`src/rtl/count_sequencer_if.sv`:
```
`default_nettype none
// ============================================================================
// Module   : count_sequencer_if
// Purpose  : Command/status bundle between the button front-end and the
//            run/pause/stop counter sequencer.
// Revision : 1.0 - initial release
// ============================================================================
interface count_sequencer_if #(
    parameter int CNT_W = 4
);
    logic             START;
    logic             STOP;
    logic             CLEAR;
    logic             MODE;
    logic [CNT_W-1:0] LIMIT;
    logic [CNT_W-1:0] COUNT;
    logic             TICK;
    logic             RUNNING;
    logic             DONE;

    // Front-end side: issues commands, observes status.
    modport master (
        output START, STOP, CLEAR, MODE, LIMIT,
        input  COUNT, TICK, RUNNING, DONE
    );

    // Sequencer side: consumes commands, reports status.
    modport slave (
        input  START, STOP, CLEAR, MODE, LIMIT,
        output COUNT, TICK, RUNNING, DONE
    );
endinterface
`default_nettype wire

```
`src/rtl/count_sequencer.sv`:
```
`default_nettype none
// ============================================================================
// Module   : count_sequencer
// Purpose  : Run/pause/stop controller for the display up-counter. A gated
//            prescaler yields a one-cycle TICK enable; the counter runs
//            0..LIMIT in one-shot or auto-reload mode.
// Revision : 1.0 - initial release
// ============================================================================
module count_sequencer #(
    parameter int DIV_W = 23,
    parameter int CNT_W = 4
) (
    input  wire logic        CLK,
    input  wire logic        RESET,
    count_sequencer_if.slave bus
);

    typedef enum logic [1:0] {
        ST_IDLE  = 2'b00,
        ST_RUN   = 2'b01,
        ST_PAUSE = 2'b10,
        ST_DONE  = 2'b11
    } state_t;

    state_t             state_q, state_d;
    logic [DIV_W-1:0]   presc_q, presc_d;
    logic [CNT_W-1:0]   count_q, count_d;
    logic [CNT_W-1:0]   limit_q, limit_d;
    logic               mode_q,  mode_d;
    logic               done_q,  done_d;
    logic               tick;

    // The tick is suppressed by STOP/CLEAR in the same cycle, so a pause
    // request never loses or duplicates a count step.
    assign tick = (state_q == ST_RUN) && (presc_q == '1) && !bus.STOP && !bus.CLEAR;

    // Next-state computation; CLEAR outranks STOP, which outranks START.
    always_comb begin
        state_d = state_q;
        presc_d = presc_q;
        count_d = count_q;
        limit_d = limit_q;
        mode_d  = mode_q;
        done_d  = 1'b0;

        if (bus.CLEAR) begin
            state_d = ST_IDLE;
            count_d = '0;
            presc_d = '0;
        end else begin
            case (state_q)
                ST_IDLE, ST_DONE: begin
                    // STOP is meaningless outside RUN, so START still applies.
                    if (bus.START) begin
                        limit_d = bus.LIMIT;
                        mode_d  = bus.MODE;
                        count_d = '0;
                        presc_d = '0;
                        state_d = ST_RUN;
                    end
                end
                ST_RUN: begin
                    if (bus.STOP) begin
                        state_d = ST_PAUSE;
                    end else begin
                        presc_d = presc_q + DIV_W'(1);
                        if (tick) begin
                            if (count_q != limit_q) begin
                                count_d = count_q + CNT_W'(1);
                            end else begin
                                done_d = 1'b1;
                                if (mode_q) begin
                                    count_d = '0;
                                end else begin
                                    state_d = ST_DONE;
                                end
                            end
                        end
                    end
                end
                ST_PAUSE: begin
                    // Resume keeps count, prescaler phase and latched settings.
                    if (bus.START) begin
                        state_d = ST_RUN;
                    end
                end
                default: begin
                    state_d = ST_IDLE;
                end
            endcase
        end
    end

    // State and output registers with asynchronous reset.
    always_ff @(posedge CLK or posedge RESET) begin
        if (RESET) begin
            state_q <= ST_IDLE;
            presc_q <= '0;
            count_q <= '0;
            limit_q <= '0;
            mode_q  <= 1'b0;
            done_q  <= 1'b0;
        end else begin
            state_q <= state_d;
            presc_q <= presc_d;
            count_q <= count_d;
            limit_q <= limit_d;
            mode_q  <= mode_d;
            done_q  <= done_d;
        end
    end

    assign bus.COUNT   = count_q;
    assign bus.TICK    = tick;
    assign bus.RUNNING = (state_q == ST_RUN);
    assign bus.DONE    = done_q;

endmodule
`default_nettype wire

```
`src/flat_wrapper.sv`:
```
// flat-port wrapper written by rule: the top's interface ports become plain ports
module count_sequencer_flat 
#(
    parameter int DIV_W = 23,
    parameter int CNT_W = 4
)
  (CLK, RESET, bus_START, bus_STOP, bus_CLEAR, bus_MODE, bus_LIMIT, bus_COUNT, bus_TICK, bus_RUNNING, bus_DONE);
  count_sequencer_if #(.CNT_W(CNT_W)) bus_i ();
  input  wire logic CLK;
  input  wire logic RESET;
  input wire logic [$bits(bus_i.START)-1:0] bus_START;
  input wire logic [$bits(bus_i.STOP)-1:0] bus_STOP;
  input wire logic [$bits(bus_i.CLEAR)-1:0] bus_CLEAR;
  input wire logic [$bits(bus_i.MODE)-1:0] bus_MODE;
  input wire logic [$bits(bus_i.LIMIT)-1:0] bus_LIMIT;
  output wire logic [$bits(bus_i.COUNT)-1:0] bus_COUNT;
  output wire logic [$bits(bus_i.TICK)-1:0] bus_TICK;
  output wire logic [$bits(bus_i.RUNNING)-1:0] bus_RUNNING;
  output wire logic [$bits(bus_i.DONE)-1:0] bus_DONE;
  assign bus_i.START = bus_START;
  assign bus_i.STOP = bus_STOP;
  assign bus_i.CLEAR = bus_CLEAR;
  assign bus_i.MODE = bus_MODE;
  assign bus_i.LIMIT = bus_LIMIT;
  assign bus_COUNT = bus_i.COUNT;
  assign bus_TICK = bus_i.TICK;
  assign bus_RUNNING = bus_i.RUNNING;
  assign bus_DONE = bus_i.DONE;
  count_sequencer #(.DIV_W(DIV_W), .CNT_W(CNT_W)) u_core (.CLK(CLK), .RESET(RESET), .bus(bus_i));
endmodule
```
`config.mk`:
```
export PLATFORM = sky130hd
export DESIGN_NAME = count_sequencer_flat
export DESIGN_NICKNAME = d
export VERILOG_FILES = /design/src/rtl/count_sequencer_if.sv /design/src/rtl/count_sequencer.sv /design/src/flat_wrapper.sv
export SDC_FILE = /design/constraint.sdc
export NUM_CORES = 1
export LEC_CHECK = 0
export ABC_AREA = 0
export ABC_CLOCK_PERIOD_IN_PS = 2200
export CAP_MARGIN = 40
export CELL_PAD_IN_SITES_DETAIL_PLACEMENT = 1
export CELL_PAD_IN_SITES_GLOBAL_PLACEMENT = 1
export CORE_ASPECT_RATIO = 1.25
export CORE_MARGIN = 5
export CORE_UTILIZATION = 44
export CTS_CLUSTER_DIAMETER = 100
export DETAILED_ROUTE_END_ITERATION = 10
export GPL_ROUTABILITY_DRIVEN = 0
export PLACE_DENSITY = 0.89
export SLEW_MARGIN = 10
export SYNTH_ARGS = -nofsm -noshare
export SYNTH_HDL_FRONTEND = slang
export SYNTH_SLANG_ARGS = --single-unit
```
`constraint.sdc`:
```
create_clock -name CLK -period 2.2 [get_ports CLK]
set_input_delay 0.55 -clock CLK [delete_from_list [all_inputs] [get_ports CLK]]
set_output_delay 0.55 -clock CLK [all_outputs]
set_load 0.03 [all_outputs]
```
==> flow_metrics.tcl <==
set metrics [dict create \
    path_clk_slew_ns 0.07 \
    netlist.area_leader.share_pct 45.5 \
    end_kind "primary output" \
    numPlacedInstances 280 \
    synthTopCellsByArea "sky130_fd_sc_hd__dfrtp_1 (46%), sky130_fd_sc_hd__o21ai_0 (4.9%), sky130_fd_sc_hd__or3_1 (3.9%), sky130_fd_sc_hd__xor2_1 (3.6%), sky130_fd_sc_hd__mux2_2 (3.5%)" \
    drt_iter0_markers 83 \
    maximum_number_of_pins_on_one_net_before_global_route_repair 36 \
    timing.critical_path.required_ns 1.65 \
    diodes 0 \
    yosys_warnings 0 \
    initial_antenna_violation_count 0 \
    io-pin-count 17 \
    kind_of_critical_path "reg2out" \
    ys_types 41 \
    tritoncts.num_buffers 5 \
    finalCritPeriodShare_pct 97.3 \
    final_max_slew_viol_count 0 \
    h_tree_level_count 2 \
    worst_slew_margin_relative_to_its_limit_pct 69.9 \
    number_of_synthesized_register_bits 35 \
    fillers 514 \
    area_post_placement_um2 2260 \
    detailedPlacementHpwl_um 3570 \
    max-cap-violations 0 \
    worstHoldPathType "reg2reg" \
    global_route_overflow 0 \
    placement.setup.worst_slack_ns -0.111 \
    total_non_filler_cell_area_in_the_finished_layout_um2 2380 \
    synth_nets 207 \
    final_period_minus_worst_setup_slack_ns 2.14 \
    start_kind "register" \
    finalSetupViolations 0 \
    chipWidth_um 69.1 \
    max_stage_delay_ns 0.40 \
    cp.buffers_inverters 1 \
    cp_data_arrival_time_ns 1.59 \
    layout_setup_ws_ns 0.0604 \
    fp.dieH_um 83.9 \
    vias_in_the_first_global_route 1755 \
    syn-mean-instance-area_um2 9.96 \
    die_area_um2 5800 \
    crit_path_top_delay_cell "sky130_fd_sc_hd__dfrtp_1" \
    detail_route.drc_violations 0 \
    drt-pass1-iter-count 4 \
    drt.antenna.violating_nets 0 \
    placeable_core_area_um2 4320 \
    critical-path-top-delay-family "simple AND/OR/NAND/NOR gates" \
    cellLeakagePower_nw 0.959 \
    path_max_fanout 4 \
    most_frequent_cells_in_the_layout "sky130_fd_sc_hd__dfrtp_1 (35), sky130_fd_sc_hd__buf_4 (24), sky130_fd_sc_hd__o21ai_0 (19)" \
    area_added_between_synthesis_and_finish_pct 23.6 \
    layout.nets 247 \
    synth_top_area_cell "sky130_fd_sc_hd__dfrtp_1" \
    buffer_ports.inserted 16 \
    register_area_share_after_synthesis_pct 45.5 \
    max_freq_ghz 0.467 \
    timing.critical_path.cells "and4_1, and3_4, nand3_1, nor2_1, buf_4" \
    tritoncts "done" \
    status "complete, no violations" \
    via_per_inst 5.79 \
    initial_utilization_pct 44.5 \
    synth_instances 193 \
    global_route.usage.total_pct 17.7 \
    tightest_slew_ns 0.452 \
    post_drt_wl_per_cell_um 17.8 \
    irDropWorstVdd_mv 0.365 \
    layout.cells.non_filler 292 \
    clock_insertion_delay_worst_skew_ns 0.29 \
    final_common_cell "sky130_fd_sc_hd__dfrtp_1" \
    final_hold_fails 0 \
    routed_wl_um 5200 \
    powerDensity_nw_per_um2 612 \
    route.vias.total 1690 \
    std_cell_rows 27 \
    grt_first_pass_wirelength_um 8370 \
    root_buffer "sky130_fd_sc_hd__clkbuf_8" \
    area_of_the_mapped_netlist_um2 1920 \
    ctsLongestPathBuffers 2 \
    final_layout_size_suffix_gt1_share_pct 20.5 \
    clkSinkCount 35 \
    clock-skew-final_ns 0.00695 \
]
[cells by family after synthesis]
kind of cell / count (synthesis) / synth area share (%)
compound gates: 55 / 19.6
buf+inv: 13 / 3.19
fa+ha+maj: 4 / 2.60
xor+xnor: 13 / 5.92
simple gates: 67 / 19.6
mux: 6 / 3.51
flops: 35 / 45.5
[Yosys cell counts, drive strengths merged]
library cell and n:
a211o 1, a211oi 1, a21oi 14, a22o 1
a31oi 1, and2 1, and3 4, and4 1
buf 5, clkbuf 1, dfrtp 35, ha 4
inv 7, mux2 6, nand2 5, nand2b 4
nand3 3, nand3b 2, nand4 7, nor2 15
nor2b 3, nor3 4, o2111ai 5, o211a 1
o211ai 5, o21a 1, o21ai 20, o221ai 1
o31ai 4, or2 4, or3 12, or4 2
xnor2 5, xor2 8
[metal layers]
metal	vias to the layer above	wire [µm]	GRT usage, %
met3	14	156	3.86
met1	854	2130	20.3
met5	-	0	0
li1	787	-	-
met2	35	2790	31.6
met4	0	116	6.75
[flip-flops by register name (all words and copies together), names as in the netlist]
name,count
u_core.limit_q,4
u_core.bus.DONE,1
u_core.bus.COUNT,4
u_core.presc_q,23
u_core.mode_q,1
u_core.state_q,2
[where the power goes]
part           internal, mW  switching (mW)
combinational         0.131           0.159
sequential            0.681          0.0280
clock                 0.222           0.234
[worst paths after layout]
kind / startpoint / endpoint / slack, ns / cells after the start
worst max-delay path: u_core.presc_q[4]$_DFFE_PP0P_ / bus_TICK / 0.06 / 5
worst min-delay path: u_core.limit_q[1]$_DFFE_PP0P_ / u_core.limit_q[1]$_DFFE_PP0P_ / 0.53 / 1
worst min register to register: u_core.limit_q[1]$_DFFE_PP0P_ / u_core.limit_q[1]$_DFFE_PP0P_ / 0.53 / 1
max in group asynchronous: RESET / u_core.presc_q[15]$_DFFE_PP0P_ / 1.19 / 3
min in group asynchronous: RESET / u_core.limit_q[2]$_DFFE_PP0P_ / 0.69 / 3
worst max register to register: u_core.state_q[0]$_DFFE_PP0P_ / u_core.presc_q[6]$_DFFE_PP0P_ / 0.09 / 9
[metrics by stage]
step	TNS, ns	total power, mW	hold WS, ns	utilization (%)
3_3_place_gp	-0.0118	0.991	0.513	52.3
4_1_cts	0	1.46	0.536	54.1
6_report	0	1.45	0.530	54.9
3_5_place_dp	-1.60	1.01	0.520	52.3
2_1_floorplan	0	0.891	0.492	-
5_1_grt	-0.202	1.53	0.554	54.9
[cell type report]
type	instances	area (µm²)	area share [%]
multi-input combinational	145	991	41.7
clock inverter	1	5.00	0.211
sequential	35	876	36.9
timing repair buffer	39	329	13.8
inverter	7	26.3	1.11
clock buffer	7	76.3	3.21
tap	58	72.6	3.05
[worst reg2reg max path: stages, from the launching register on]
cell,delay [ns]
sky130_fd_sc_hd__dfrtp_1,0.42
sky130_fd_sc_hd__ha_1,0.35
sky130_fd_sc_hd__nor2b_1,0.17
sky130_fd_sc_hd__a21oi_2,0.10
sky130_fd_sc_hd__buf_4,0.17
sky130_fd_sc_hd__buf_4,0.17
sky130_fd_sc_hd__nor2_2,0.07
sky130_fd_sc_hd__nor2b_1,0.22
sky130_fd_sc_hd__buf_4,0.24
sky130_fd_sc_hd__nor2_1,0.09
[timing repair]
action | CTS | global route
setup buffers | 0 | 4
resized for setup | 1 | 2
endpoints found under the setup margin | 1 | 22
hold buffers | 0 | 0
Note: power is estimated with default switching activity, not from simulation.
